**config.mk**
```make
export PLATFORM = sky130hd
export DESIGN_NAME = ham_15_11_decoder_pipe
export DESIGN_NICKNAME = d
export VERILOG_FILES = /design/src/rtl/ham_15_11_pkg.sv /design/src/rtl/ham_15_11_syndrome.sv /design/src/rtl/ham_15_11_decoder_pipe.sv
export SDC_FILE = /design/constraint.sdc
export NUM_CORES = 1
export LEC_CHECK = 0
export ABC_AREA = 1
export ABC_CLOCK_PERIOD_IN_PS = 1550
export CAP_MARGIN = 20
export CORE_UTILIZATION = 30
export DETAILED_ROUTE_END_ITERATION = 8
export MAX_ROUTING_LAYER = met4
export SYNTH_ARGS = -nofsm -noshare
export SYNTH_HDL_FRONTEND = slang
export SYNTH_HIERARCHICAL = 1
export SYNTH_SLANG_ARGS = --single-unit
export TNS_END_PERCENT = 5
```
**constraint.sdc**
```tcl
create_clock -name clk -period 1.55 [get_ports clk]
set_input_delay 0.2325 -clock clk [delete_from_list [all_inputs] [get_ports clk]]
set_output_delay 0.2325 -clock clk [all_outputs]
set_load 0.03 [all_outputs]
```
**src/rtl/ham_15_11_pkg.sv**
```systemverilog
// Shared Hamming (15,11) definitions: code geometry, data-bit placement,
// syndrome generation, data extraction and single-bit correction.
package ham_15_11_pkg;

  localparam int unsigned N = 15;
  localparam int unsigned K = 11;
  localparam int unsigned R = 4;

  // Codeword bit index holding data bit d[i]; parity bits sit at
  // indices 0, 1, 3, 7 (Hamming positions 1, 2, 4, 8).
  localparam int unsigned DPOS [K] = '{2, 4, 5, 6, 8, 9, 10, 11, 12, 13, 14};

  // Syndrome bit i is the XOR of every codeword bit whose position (index+1)
  // has bit i set; the resulting value is the erroneous position.
  function automatic logic [R-1:0] calc_syndrome(input logic [N-1:0] c);
    logic [R-1:0] s;
    s = '0;
    for (int unsigned j = 0; j < N; j++) begin
      for (int unsigned i = 0; i < R; i++) begin
        if ((((j + 1) >> i) & 32'd1) != 32'd0) begin
          s[i] = s[i] ^ c[j];
        end
      end
    end
    return s;
  endfunction

  function automatic logic [K-1:0] extract_data(input logic [N-1:0] c);
    logic [K-1:0] d;
    d = '0;
    for (int unsigned i = 0; i < K; i++) begin
      d[i] = c[DPOS[i]];
    end
    return d;
  endfunction

  // Flip the bit at position syn (index syn-1); syn == 0 leaves c untouched.
  function automatic logic [N-1:0] correct_code(input logic [N-1:0] c,
                                                input logic [R-1:0] syn);
    logic [N-1:0] r;
    r = c;
    for (int unsigned j = 0; j < N; j++) begin
      if (syn == R'(j + 1)) begin
        r[j] = ~c[j];
      end
    end
    return r;
  endfunction

endpackage

```
**src/rtl/ham_15_11_syndrome.sv**
```systemverilog
// Combinational 15-to-4 Hamming syndrome generator.
module ham_15_11_syndrome
  import ham_15_11_pkg::*;
(
  input  logic [14:0] code_i,
  output logic [3:0]  syn_o
);

  assign syn_o = calc_syndrome(code_i);

endmodule

```
**src/rtl/ham_15_11_decoder_pipe.sv**
```systemverilog
// Two-stage Hamming (15,11) decoder with valid/ready backpressure and a
// saturating count of delivered corrected words.
module ham_15_11_decoder_pipe
  import ham_15_11_pkg::*;
#(
  parameter int unsigned CNT_W = 16
) (
  input  logic             clk,
  input  logic             rst_n,
  input  logic             in_valid,
  output logic             in_ready,
  input  logic [14:0]      in_code,
  output logic             out_valid,
  input  logic             out_ready,
  output logic [10:0]      out_data,
  output logic             out_err,
  output logic [3:0]       out_pos,
  input  logic             cnt_clr,
  output logic [CNT_W-1:0] corr_cnt
);

  logic             s1_v_q;
  logic [14:0]      s1_code_q;
  logic [3:0]       s1_syn_q;
  logic [3:0]       syn_d;
  logic             out_valid_q;
  logic [10:0]      out_data_q;
  logic             out_err_q;
  logic [3:0]       out_pos_q;
  logic [10:0]      out_data_d;
  logic [CNT_W-1:0] cnt_q;
  logic [CNT_W-1:0] cnt_d;
  logic             s2_adv;
  logic             s1_adv;
  logic             in_hs;
  logic             out_hs;

  ham_15_11_syndrome u_syn (
    .code_i (in_code),
    .syn_o  (syn_d)
  );

  assign s2_adv   = !out_valid_q || out_ready;
  assign s1_adv   = s1_v_q && s2_adv;
  assign in_ready = !rst_n || !s1_v_q || s2_adv;
  assign in_hs    = in_valid && in_ready;
  assign out_hs   = out_valid_q && out_ready;

  // Stage 1: capture the accepted codeword and its syndrome.
  always_ff @(posedge clk) begin
    if (!rst_n) begin
      s1_v_q    <= 1'b0;
      s1_code_q <= '0;
      s1_syn_q  <= '0;
    end else if (in_hs) begin
      s1_v_q    <= 1'b1;
      s1_code_q <= in_code;
      s1_syn_q  <= syn_d;
    end else if (s1_adv) begin
      s1_v_q    <= 1'b0;
    end
  end

  // Correct the stage-1 word and pull out its data bits.
  always_comb begin
    out_data_d = extract_data(correct_code(s1_code_q, s1_syn_q));
  end

  // Stage 2: register corrected data and flags; hold while stalled.
  always_ff @(posedge clk) begin
    if (!rst_n) begin
      out_valid_q <= 1'b0;
      out_data_q  <= '0;
      out_err_q   <= 1'b0;
      out_pos_q   <= '0;
    end else if (s1_adv) begin
      out_valid_q <= 1'b1;
      out_data_q  <= out_data_d;
      out_err_q   <= (s1_syn_q != 4'd0);
      out_pos_q   <= s1_syn_q;
    end else if (out_ready) begin
      out_valid_q <= 1'b0;
    end
  end

  // Saturating corrected-word counter; clear wins over increment.
  always_comb begin
    cnt_d = cnt_q;
    if (cnt_clr) begin
      cnt_d = '0;
    end else if (out_hs && out_err_q && (cnt_q != '1)) begin
      cnt_d = cnt_q + CNT_W'(1);
    end
  end

  // Counter register.
  always_ff @(posedge clk) begin
    if (!rst_n) begin
      cnt_q <= '0;
    end else begin
      cnt_q <= cnt_d;
    end
  end

  assign out_valid = out_valid_q;
  assign out_data  = out_data_q;
  assign out_err   = out_err_q;
  assign out_pos   = out_pos_q;
  assign corr_cnt  = cnt_q;

endmodule
```
==> impl_metrics.py, run 1 <==
metrics = {
    "outcome": {
        "status": "finished clean",
    },
    "setup_path": {
        "start_kind": "input port",
        "crit_fanout": 3,
        "path_buf_inv": 5,
        "required_ns": 1.32,
        "worst_setup_path_end_kind": "output pin",
        "crit_chain": "clkdlybuf4s50_1, inv_2, nand2_2, inv_2, nand3_2, buf_4, buf_4",
        "cp_data_arrival_time_ns": 1.26,
        "max_stage_delay_ns": 0.44,
        "critPathTopFamily": "buffers and inverters",
        "slowest_stage": "clkdlybuf4s50_1",
        "path_class": "input port to output pin",
    },
    "layout": {
        "final_common_cell": "nand2_1",
        "area_growth_pct": 31.8,
        "final_cell_mix": "104 x nand2_1, 84 x nor2_1, 53 x inv_1, 47 x dfxtp_1, 33 x o21ai_0",
        "fin_util": 0.417,
        "drive_gt1_frac": 0.140,
        "diodes": 0,
        "fillCellCount": 927,
        "layout.nets": 536,
        "ff_latch_area_um2": 983,
        "multiInputGateArea_um2": 1580,
    },
    "global_routing": {
        "grt_pass1_vias": 2625,
        "grt_pass1_wl_mm": 11.9,
        "antenna_found_initial": 0,
        "grt_usage": 0.153,
        "grt_overflow_total": 0,
        "grt_max_degree": 22,
    },
    "synthesis": {
        "synth_cell_types": 27,
        "synth_nets": 461,
        "synth_cells": 440,
        "syn_avg_cell_area_um2": 6.39,
        "yosysWarningCount": 6,
        "synth_seq_cells": 49,
        "yosysSeqAreaShare": 0.349,
        "syn-cell-area_um2": 2810,
    },
    "clock_tree": {
        "clock_sinks": 49,
        "cts_tree": "built",
        "cts-root-buf": "clkbuf_8",
        "htree_levels": 2,
        "cts_buffer_depth": 2,
        "clk_latency_ns": 0.31,
        "numCtsBuffers": 5,
        "cts.clk_slew.worst_paths_ns": 0.09,
    },
    "floorplanning": {
        "rows": 34,
        "die_y_um": 98.8,
        "io_pins": 54,
        "die-width_um": 98.8,
        "coreArea_um2": 8890,
        "initial_core_util": 0.316,
        "dieArea_um2": 9760,
    },
    "timing": {
        "period_share": 0.965,
        "setup_viol": 0,
        "hold_viol_final": 0,
        "timing_worst_slew_pin_value_ns": 0.324,
        "grt_setup_unrepaired": "yes",
        "timing.slew.headroom": 0.785,
        "fmax_ghz": 0.668,
        "fin_crit_ns": 1.50,
        "fin_setup_tns_ns": 0,
        "fin_worst_skew_ns": 0.00537,
        "slew_viol_final": 0,
    },
    "power_and_ir_drop": {
        "vdd_drop_max_mv": 0.323,
        "static-leakage-power_nw": 1.95,
        "powerDensity_nw_per_um2": 741,
        "power_mw": 2.75,
    },
    "place": {
        "port_buffers": 53,
        "hpwl_mm": 5.47,
        "gp_congestion": 0.886,
    },
    "run": {
        "maxCapViolations": 0,
    },
    "routing": {
        "routed_via_density": 4.51,
        "antenna_left": 0,
        "wl_mm": 6.74,
        "drc": 0,
        "drtPass1Iterations": 4,
        "drt-wirelength-per-cell_um": 10.8,
        "drtIter0Drc": 110,
        "num_vias": 2817,
    },
    "min_path": {
        "hold_class": "flip-flop to flip-flop",
    },
}
sequential cells by signal, indices dropped and copies added, names as in the netlist:
| name | cells |
|---|---|
| corr_cnt | 16 |
| out_data | 11 |
| out_err | 1 |
| out_pos | 4 |
| out_valid | 1 |
| s1_code_q | 11 |
| s1_syn_q | 4 |
| s1_v_q | 1 |
metrics by stage:
step | instance area, µm² | hold slack, ns | worst slack [ns] | std cells
after floorplan | 2810 | 0.344 | 0.0693 | 440
after global placement | 3630 | 0.450 | -0.168 | 616
after detailed placement | 3630 | 0.458 | -0.170 | 616
after CTS | 3690 | 0.472 | 0.00101 | 624
after global routing | 3710 | 0.495 | -0.0333 | 624
final | 3710 | 0.463 | 0.0535 | 624
final timing paths:
path | start | end | slack (ns) | cells past startpoint
hold reg to reg | s1_code_q[11]$_SDFFE_PN0P_ | s1_code_q[11]$_SDFFE_PN0P_ | 0.46 | 2
setup reg to reg | corr_cnt[1]$_SDFFE_PP0P_ | corr_cnt[1]$_SDFFE_PP0P_ | 0.13 | 8
setup / recovery | out_ready | in_ready | 0.05 | 7
hold / removal | s1_code_q[11]$_SDFFE_PN0P_ | s1_code_q[11]$_SDFFE_PN0P_ | 0.46 | 2
tightest hold or removal path: stages, from the launching register on:
cell     delay [ns]
dfxtp_1        0.32
inv_1          0.05
a21oi_1        0.05
synthesized netlist by cell type:
cell type,instances,share of area
nand2_1,106,0.14
nor2_1,85,0.11
inv_1,53,0.071
dfxtp_1,49,0.35
o21ai_0,33,0.059
nand3_1,23,0.041
a21oi_1,16,0.028
xor2_1,11,0.034
nor2_2,10,0.022
nand2_2,9,0.020
xnor2_1,9,0.028
inv_2,6,0.0080
nor3_1,6,0.011
buf_2,4,0.0071
clkbuf_1,3,0.0040
nand3b_1,3,0.0080
a21boi_2,2,0.0080
nand4_1,2,0.0044
nor2_8,2,0.014
and2_1,1,0.0022
buf_1,1,0.0013
buf_4,1,0.0027
ha_1,1,0.0044
nand2_4,1,0.0040
nand3_2,1,0.0036
nand4_4,1,0.0076
nor4_1,1,0.0022
final cells by class:
type | count | area share
multi-input combinational | 323 | 0.427
timing repair buffer | 77 | 0.184
sequential | 49 | 0.265
clock buffer | 7 | 0.0260
clock inverter | 1 | 0.00135
tap | 108 | 0.0365
inverter | 59 | 0.0598
cell families after synthesis:
group           share of synthesized area
compound gates                     0.0952
xor+xnor                           0.0623
fa+ha+maj                         0.00445
buf+inv                            0.0939
flops                               0.349
simple gates                        0.395
power breakdown:
group          switching, mW  internal [mW]  total (mW)
clock network          0.430          0.404       0.835
registers             0.0455           1.32        1.37
logic                  0.314          0.230       0.544
per-layer routing:
metal / track usage / routed length [µm] / vias to the layer above
li1: - / - / 1508
met1: 0.192 / 3210 / 1239
met2: 0.246 / 3130 / 58
met3: 0.0305 / 283 / 12
met4: 0.0505 / 122 / 0
met5: - / 0 / -
repair_timing:
| action | CTS | global route |
|---|---|---|
| resized for setup | 32 | 6 |
| setup endpoints to repair | 32 | 10 |
| buffers inserted | 0 | 0 |
| hold buffers | 0 | 0 |
| endpoints found under the hold margin | 0 | 0 |
No activity file was read; power rests on OpenSTA's default activity.
==> inputs of run 2 (changes only) <==
CTS_BUF_LIST = sky130_fd_sc_hd__clkbuf_2 sky130_fd_sc_hd__clkbuf_4 sky130_fd_sc_hd__clkbuf_8   (was not set)
==> results of run 2 <==
The final DEF is identical to that of run 1; final timing and power are the same.
==> inputs of run 3 (changes only) <==
DONT_BUFFER_PORTS = 1   (was not set)
==> run 3 against run 2 <==
Register-to-register slack barely moved. Cell count fell by 7.1%. Routed wire length fell by 6.5%. Largest cell class unchanged.
==> impl_metrics.py, run 3 (synthesis gave the netlist of run 1 again) <==
metrics = {
    "layout": {
        "drive_gt1_frac": 0.161,
        "diodes": 0,
        "final_cell_mix": "106 x nand2_1, 85 x nor2_1, 53 x inv_1, 47 x dfxtp_1",
        "final_common_cell": "nand2_1",
        "fin_util": 0.370,
        "layout.nets": 492,
        "largest_reg_flops": 16,
        "area_growth_pct": 17.0,
    },
    "clock_tree": {
        "cts-root-buf": "clkbuf_8",
        "numCtsBuffers": 5,
        "clk_latency_ns": 0.30,
        "cts.clk_slew.worst_paths_ns": 0.09,
        "cts_tree": "built",
        "htree_levels": 2,
        "clock_sinks": 49,
        "cts_buffer_depth": 2,
        "ctsHoldBuffers": 0,
    },
    "floorplanning": {
        "io_pins": 54,
        "die-width_um": 98.8,
        "rows": 34,
        "initial_core_util": 0.316,
        "coreArea_um2": 8890,
        "dieArea_um2": 9760,
        "die_y_um": 98.8,
    },
    "timing": {
        "setup_viol": 0,
        "timing.slew.headroom": 0.704,
        "fin_setup_tns_ns": 0,
        "worst_slack_ns": 0.133,
        "fin_crit_ns": 1.42,
        "holdWs_ns": 0.0388,
        "timing_worst_slew_pin_value_ns": 0.443,
        "period_share": 0.914,
        "fmax_ghz": 0.706,
        "hold_viol_final": 0,
        "fin_worst_skew_ns": 0.00782,
        "grt_setup_unrepaired": "no",
        "slew_viol_final": 0,
    },
    "setup_path": {
        "path_class": "flip-flop to flip-flop",
        "r2r_setup_slack_ns": 0.13,
        "crit_fanout": 5,
        "worst_setup_path_end_kind": "flip-flop",
        "crit-reg2reg-launch": "corr_cnt[1]$_SDFFE_PP0P_",
        "cp_data_arrival_time_ns": 1.61,
        "required_ns": 1.75,
        "worst_r2r_endpoint": "corr_cnt[0]$_SDFFE_PP0P_",
        "rr_worst_depth": 8,
        "start_kind": "flip-flop",
    },
    "routing": {
        "wl_mm": 6.30,
        "antenna_left": 0,
        "routed_via_density": 4.43,
        "num_vias": 2568,
        "drc": 0,
        "drtPass1Iterations": 4,
        "drtIter0Drc": 84,
        "drt-wirelength-per-cell_um": 10.9,
    },
    "global_routing": {
        "grt_pass1_vias": 2330,
        "grt_pass1_wl_mm": 10.6,
        "grt_max_degree": 24,
        "grt_usage": 0.139,
        "grt_overflow_total": 0,
        "antenna_found_initial": 0,
    },
    "power_and_ir_drop": {
        "p_int_mw": 2.12,
        "power.share.clock": 0.373,
        "pwr-share-seq": 0.490,
        "pwr-share-comb": 0.136,
        "switching_share": 0.259,
        "vdd_drop_max_mv": 0.470,
        "powerDensity_nw_per_um2": 869,
        "switchingPower_mw": 0.741,
        "static-leakage-power_nw": 1.67,
    },
    "min_path": {
        "hold_class": "input port to flip-flop",
        "holdPathStages": 2,
        "hp-start": "rst_n",
        "holdPathEnd": "s1_v_q$_SDFFE_PN0P_",
    },
    "run": {
        "maxCapViolations": 0,
    },
    "place": {
        "preCtsSetupSlack_ns": 0.145,
        "gp_congestion": 0.835,
        "port_buffers": 0,
        "hpwl_mm": 5.17,
    },
    "outcome": {
        "status": "finished clean",
    },
}
[run 3: through the flow]
stage / cell area [µm²] / power (mW) / instances
6_report: 3290 / 2.86 / 580
5_1_grt: 3290 / 3.02 / 580
4_1_cts: 3290 / 2.91 / 580
3_5_place_dp: 3150 / 1.83 / 572
3_3_place_gp: 3150 / 1.82 / 572
2_1_floorplan: 2810 / 1.73 / 440
[run 3: critical path, stage by stage (launching register included)]
cell     delay [ns]
dfxtp_2        0.36
ha_2           0.21
nand2_1        0.09
nor2_1         0.19
nand2_4        0.09
nor2_8         0.13
nor2_1         0.09
nor2_1         0.10
nor2_1         0.05
[run 3: repair_timing]
item,4_1_cts,5_1_grt
gates resized for setup,0,1
setup buffers,0,0
setup endpoints to repair,0,3
hold endpoints to repair,0,0
[run 3: final cells by class]
type	count	area (µm²)
Clock buffer	5	68.8
Clock inverter	3	65.1
Fill cell	943	5600
Inverter	59	221
Multi-Input combinational cell	323	1570
Sequential cell	49	983
Tap cell	108	135
Timing Repair Buffer	33	248
[run 3: power by group through the flow]
stage          Sequential, mW  Clock (mW)  Combinational [mW]
2_1_floorplan            1.45           0               0.275
3_3_place_gp             1.43           0               0.390
3_5_place_dp             1.43           0               0.395
4_1_cts                  1.40        1.11               0.396
5_1_grt                  1.41        1.15               0.451
6_report                 1.40        1.07               0.390
[run 3: how the worst max path moves through the flow]
stage | start | endpoint | slack [ns] | cells past startpoint
global route | corr_cnt[1]$_SDFFE_PP0P_ | corr_cnt[0]$_SDFFE_PP0P_ | 0.009 | 9
finish | corr_cnt[1]$_SDFFE_PP0P_ | corr_cnt[0]$_SDFFE_PP0P_ | 0.13 | 8
CTS | corr_cnt[1]$_SDFFE_PP0P_ | corr_cnt[0]$_SDFFE_PP0P_ | 0.09 | 8
floorplan | out_valid$_SDFFE_PN0P_ | s1_code_q[11]$_SDFFE_PN0P_ | 0.07 | 7
detailed placement | corr_cnt[1]$_SDFFE_PP0P_ | corr_cnt[0]$_SDFFE_PP0P_ | 0.15 | 8
global placement | corr_cnt[1]$_SDFFE_PP0P_ | corr_cnt[0]$_SDFFE_PP0P_ | 0.17 | 8
[run 3: per-layer routing]
layer | wire length [µm] | track usage
met5 | 0 | -
met4 | 66 | 0.0413
met3 | 301 | 0.0284
met2 | 2820 | 0.217
met1 | 3120 | 0.181
